[config.mk]
export PLATFORM = sky130hd
export DESIGN_NAME = mac_result_reader
export DESIGN_NICKNAME = d
export VERILOG_FILES = /design/src/rtl/mac_result_reader_pkg.sv /design/src/rtl/mac_result_reader_lane_select.sv /design/src/rtl/mac_result_reader.sv
export SDC_FILE = /design/constraint.sdc
export NUM_CORES = 1
export LEC_CHECK = 0
export CELL_PAD_IN_SITES_DETAIL_PLACEMENT = 1
export CELL_PAD_IN_SITES_GLOBAL_PLACEMENT = 1
export CORE_ASPECT_RATIO = 0.5
export CORE_UTILIZATION = 36
export DETAILED_ROUTE_END_ITERATION = 10
export GPL_ROUTABILITY_DRIVEN = 0
export PLACE_DENSITY_LB_ADDON = 0.1
export SLEW_MARGIN = 20
export SYNTH_ARGS = -nofsm -noshare
export SYNTH_HDL_FRONTEND = slang
export SYNTH_SLANG_ARGS = --single-unit
[constraint.sdc]
create_clock -name clk_p -period 1.9 [get_ports clk_p]
set_input_delay 0.38 -clock clk_p [delete_from_list [all_inputs] [get_ports clk_p]]
set_output_delay 0.38 -clock clk_p [all_outputs]
set_load 0.02 [all_outputs]
[src/rtl/mac_result_reader_pkg.sv]
// Shared types and index helpers for the MAC result reader and its siblings.
package mac_result_reader_pkg;

  typedef enum logic [1:0] {
    ST_IDLE   = 2'd0,
    ST_STREAM = 2'd1,
    ST_DONE   = 2'd2
  } state_e;

  // Column-major flat layout used by the MAC and bias producers.
  function automatic int flat_idx(input int r, input int c, input int rows);
    return c * rows + r;
  endfunction

  function automatic int safe_clog2(input int v);
    return (v <= 2) ? 1 : $clog2(v);
  endfunction

endpackage

[src/rtl/mac_result_reader_lane_select.sv]
// Combinational mux: picks LANES consecutive elements of one row from the captured matrix.
module mac_lane_select
  import mac_result_reader_pkg::*;
#(
  parameter int DATA_WIDTH = 8,
  parameter int ROWS       = 4,
  parameter int COLS       = 8,
  parameter int LANES      = 4,
  parameter int ROW_W      = 2,
  parameter int GRP_W      = 1
) (
  input  logic [DATA_WIDTH*ROWS*COLS-1:0] cap_i,
  input  logic [ROW_W-1:0]                row_i,
  input  logic [GRP_W-1:0]                grp_i,
  output logic [DATA_WIDTH*LANES-1:0]     lanes_o
);

  always_comb begin
    lanes_o = '0;
    for (int k = 0; k < LANES; k++) begin
      lanes_o[k*DATA_WIDTH +: DATA_WIDTH] =
        cap_i[flat_idx(int'(row_i), int'(grp_i) * LANES + k, ROWS)*DATA_WIDTH +: DATA_WIDTH];
    end
  end

endmodule

[src/rtl/mac_result_reader.sv]
// Captures one flat MAC result matrix on start and streams it row-major, LANES elements per beat.
//   state     | meaning
//   ST_IDLE   | waiting for start; capture register holds the last matrix
//   ST_STREAM | presenting beats on out_valid/out_ready
//   ST_DONE   | one-cycle done pulse after the final handshake
module mac_result_reader
  import mac_result_reader_pkg::*;
#(
  parameter int DATA_WIDTH = 8,
  parameter int ROWS       = 4,
  parameter int COLS       = 8,
  parameter int LANES      = 4
) (
  input  logic                                   clk_p,
  input  logic                                   rst_n,
  input  logic                                   start,
  input  logic [DATA_WIDTH*ROWS*COLS-1:0]        mac_matrix,
  input  logic                                   flush,
  output logic                                   busy,
  output logic                                   out_valid,
  input  logic                                   out_ready,
  output logic [DATA_WIDTH*LANES-1:0]            out_data,
  output logic [safe_clog2(ROWS)-1:0]            out_row,
  output logic [safe_clog2(COLS/LANES)-1:0]      out_colgrp,
  output logic                                   out_last,
  output logic                                   done
);

  localparam int NGRP  = COLS / LANES;
  localparam int ROW_W = safe_clog2(ROWS);
  localparam int GRP_W = safe_clog2(NGRP);
  localparam logic [ROW_W-1:0] ROW_LAST = ROW_W'(ROWS - 1);
  localparam logic [GRP_W-1:0] GRP_LAST = GRP_W'(NGRP - 1);

  state_e                          state_q, state_d;
  logic [ROW_W-1:0]                row_q, row_d;
  logic [GRP_W-1:0]                grp_q, grp_d;
  logic [DATA_WIDTH*ROWS*COLS-1:0] cap_q;
  logic                            cap_load;
  logic [DATA_WIDTH*LANES-1:0]     sel_data;

  always_ff @(posedge clk_p or negedge rst_n) begin
    if (!rst_n) begin
      state_q <= ST_IDLE;
      row_q   <= '0;
      grp_q   <= '0;
      cap_q   <= '0;
    end else begin
      state_q <= state_d;
      row_q   <= row_d;
      grp_q   <= grp_d;
      if (cap_load) cap_q <= mac_matrix;
    end
  end

  always_comb begin
    state_d  = state_q;
    row_d    = row_q;
    grp_d    = grp_q;
    cap_load = 1'b0;
    unique case (state_q)
      ST_IDLE: begin
        if (start) begin
          state_d  = ST_STREAM;
          row_d    = '0;
          grp_d    = '0;
          cap_load = 1'b1;
        end
      end
      ST_STREAM: begin
        // Flush outranks the final handshake so an aborted transfer never signals done.
        if (flush) begin
          state_d = ST_IDLE;
          row_d   = '0;
          grp_d   = '0;
        end else if (out_ready) begin
          if (grp_q == GRP_LAST) begin
            grp_d = '0;
            if (row_q == ROW_LAST) begin
              row_d   = '0;
              state_d = ST_DONE;
            end else begin
              row_d = row_q + ROW_W'(1);
            end
          end else begin
            grp_d = grp_q + GRP_W'(1);
          end
        end
      end
      ST_DONE: begin
        state_d = ST_IDLE;
        row_d   = '0;
        grp_d   = '0;
      end
      default: begin
        state_d = ST_IDLE;
        row_d   = '0;
        grp_d   = '0;
      end
    endcase
  end

  mac_lane_select #(
    .DATA_WIDTH (DATA_WIDTH),
    .ROWS       (ROWS),
    .COLS       (COLS),
    .LANES      (LANES),
    .ROW_W      (ROW_W),
    .GRP_W      (GRP_W)
  ) u_lane_select (
    .cap_i   (cap_q),
    .row_i   (row_q),
    .grp_i   (grp_q),
    .lanes_o (sel_data)
  );

  assign busy       = (state_q != ST_IDLE);
  assign out_valid  = (state_q == ST_STREAM);
  assign done       = (state_q == ST_DONE);
  assign out_row    = row_q;
  assign out_colgrp = grp_q;
  assign out_last   = out_valid && (row_q == ROW_LAST) && (grp_q == GRP_LAST);
  assign out_data   = out_valid ? sel_data : '0;

endmodule

==> qor.csv <==
metric;value;unit
status;finished with violations;
violations;negative setup slack;
hold_viol_final;0;
numCtsBuffers;26;
drive_gt1_frac;0.305;
swShare;0.264;
synth_edf_count;0;
dr.pass1.iters;5;
synth_area_leaders;dfrtp_1, mux2_1, mux2i_1;
layout_common_cells;dfrtp_1, clkdlybuf4s50_1, mux2_1;
overflow;0;
fin_ws;-717;ps
dieWidth;260;um
power.share.clock;0.328;
synth_area_leader_cell;dfrtp_1;
pwr-share-comb;0.251;
core_area;32200;um2
power_switching;4.55;mW
skew;7.98;ps
route.vias.total;8389;
finalSetupTns;-22330;ps
final_area;18600;um2
crit_start;out_colgrp;
synth_top_area_share;0.545;
pin_count;300;
slowest_delay;550;ps
required;1520;ps
first_global_vias;9315;
cp-endpoint;out_data[20];
start_util;0.372;
fin_crit;2620;ps
finalCritPeriodShare;1.38;
avgSynthCellArea;14.5;um2
clock_path_buffers;3;
htreeDepth;1;
placed_area;16000;um2
cp_common_cell;buf_6;
drc;0;
seq_area_frac_synth;0.545;
leakage;7.59;nW
ys_warn_count;0;
path_depth;6;
die-area;34100;um2
critPathCaptureType;output port;
fmax;382;MHz
r2r-end;cap_q[101];
critPathMaxFanout;7;
grt_first_pass_wirelength;55.1;mm
drt_iter0_markers;344;
numClockSinks;261;
clk_latency;530;ps
peakVddDrop;0.000645;V
pwr-share-seq;0.421;
hp-class;input port to async pin;
cts-root-buf;clkbuf_16;
netlist_area;12000;um2
syn-instance-count;828;
nFillCells;3037;
worst_slew_pin_slew;466;ps
yosys_register_bits;261;
r2r_start;state_q[0];
slew_violations;0;
nets;1465;
synth_cell_type_count;28;
area_delta_synth_final;55.5;%
die_h;131;um
grt.total_usage;0.215;
intPower;12.7;mW
clkTransAtPathRegs;60;ps
dp_cells;1570;
stdcell_count;1659;
crit_chain;or4b_4 -> buf_6 -> clkbuf_16 -> o22ai_4 -> or2_4 -> buf_6;
slew-limit-headroom;0.689;
power;17.3;mW
rsz0062_at_grt;true;
rows;46;
grt_max_degree;54;
drt_wl_total;39.2;mm
crit_family;simple AND/OR/NAND/NOR gates;
utilization;0.578;
worst-setup-path-type;flip-flop to output port;
ys.flop_type;dfrtp_1;
syn_nets;1090;
antenna_found_initial;4;
crit_buf_inv;3;
cp.arrival;2240;ps
final_antenna_net_count;0;
r2r_slack;-20;ps
post_drt_via_cell_ratio;5.06;
critPathLaunchType;flip-flop;
io_buffer_count;299;
wl_per_cell;23.6;um
drv_cap;0;
whs;353;ps
pre_cts_slack;-784;ps
dp_hpwl;26.1;mm
reg2regPathDepth;7;
cp_slowest_cell;or4b_4;
setup_viol;72;
powerDensity;926;nW/um2
cts_tree;built;
synth-async-reset-ratio;1.00;
Yosys cell counts (2+ instances only):
library cell and number:
nor2_1 4, or2_1 32, dfrtp_1 261, nor2b_1 2
mux2i_1 129, buf_2 21, and2_1 2, a22o_1 2
clkbuf_1 6, o22ai_1 65, mux2_1 256, nand4bb_1 2
buf_6 31
logic make-up after synthesis:
logic type,Yosys count,share of synthesized area
AOI/OAI and AO/OA,69,0.0366
xor gates and xnor gates,1,0.000731
adders and majority gates,1,0.00104
buffers and inverters,62,0.0413
DFF,261,0.545
muxes,385,0.348
and+or+nand+nor,49,0.0270
worst min-delay path by stage:
stage,from,end,depth (start not counted)
after floorplan,rst_n,cap_q[0],0
after detailed placement,rst_n,cap_q[122],1
after global placement,rst_n,cap_q[122],1
after CTS,rst_n,cap_q[122],2
final,rst_n,cap_q[122],2
after global routing,rst_n,cap_q[122],2
power groups by stage:
stage                     combinational, mW  clock, mW  sequential, mW
final                                  4.33       5.66            7.27
after global routing                   4.62       6.03            7.41
after CTS                              3.69       5.82            7.18
after detailed placement               3.35          0            7.27
after global placement                 3.22          0            7.17
after floorplan                        1.91          0            7.07
timing repair:
| item | 4_1_cts | 5_1_grt |
|---|---|---|
| endpoints found under the hold margin | 45 | 0 |
| endpoints found under the setup margin | 39 | 149 |
| gates resized for setup | 277 | 156 |
| cloned | 5 | 17 |
| setup buffers | 3 | 13 |
| pin swaps | 35 | 37 |
| hold buffers | 1 | 0 |
flip-flops by register name, indices dropped and copies added, names as in the netlist:
signal / cells
out_row: 2
cap_q: 256
out_colgrp: 1
state_q: 2
metal layers:
layer  up-vias  share of wire  global-route usage  wire length (um)
met3        46          0.030              0.0359              1190
met2       143           0.53               0.402             20600
met4         0          0.019              0.0467               726
met1      4418           0.42               0.262             16700
met5         -              0                   0                 0
li1       3782              -                   -                 -
cell type report:
type / count / area (um2) / area share
antenna: 4 / 10.0 / 0.000537
clock buffer: 39 / 791 / 0.0424
clock inverter: 9 / 145 / 0.00779
inverter: 2 / 7.51 / 0.000403
multi-input combinational: 505 / 5850 / 0.314
sequential: 261 / 6540 / 0.351
tap: 432 / 541 / 0.0290
timing repair buffer: 407 / 4750 / 0.255
(Power assumes the default switching activity.)
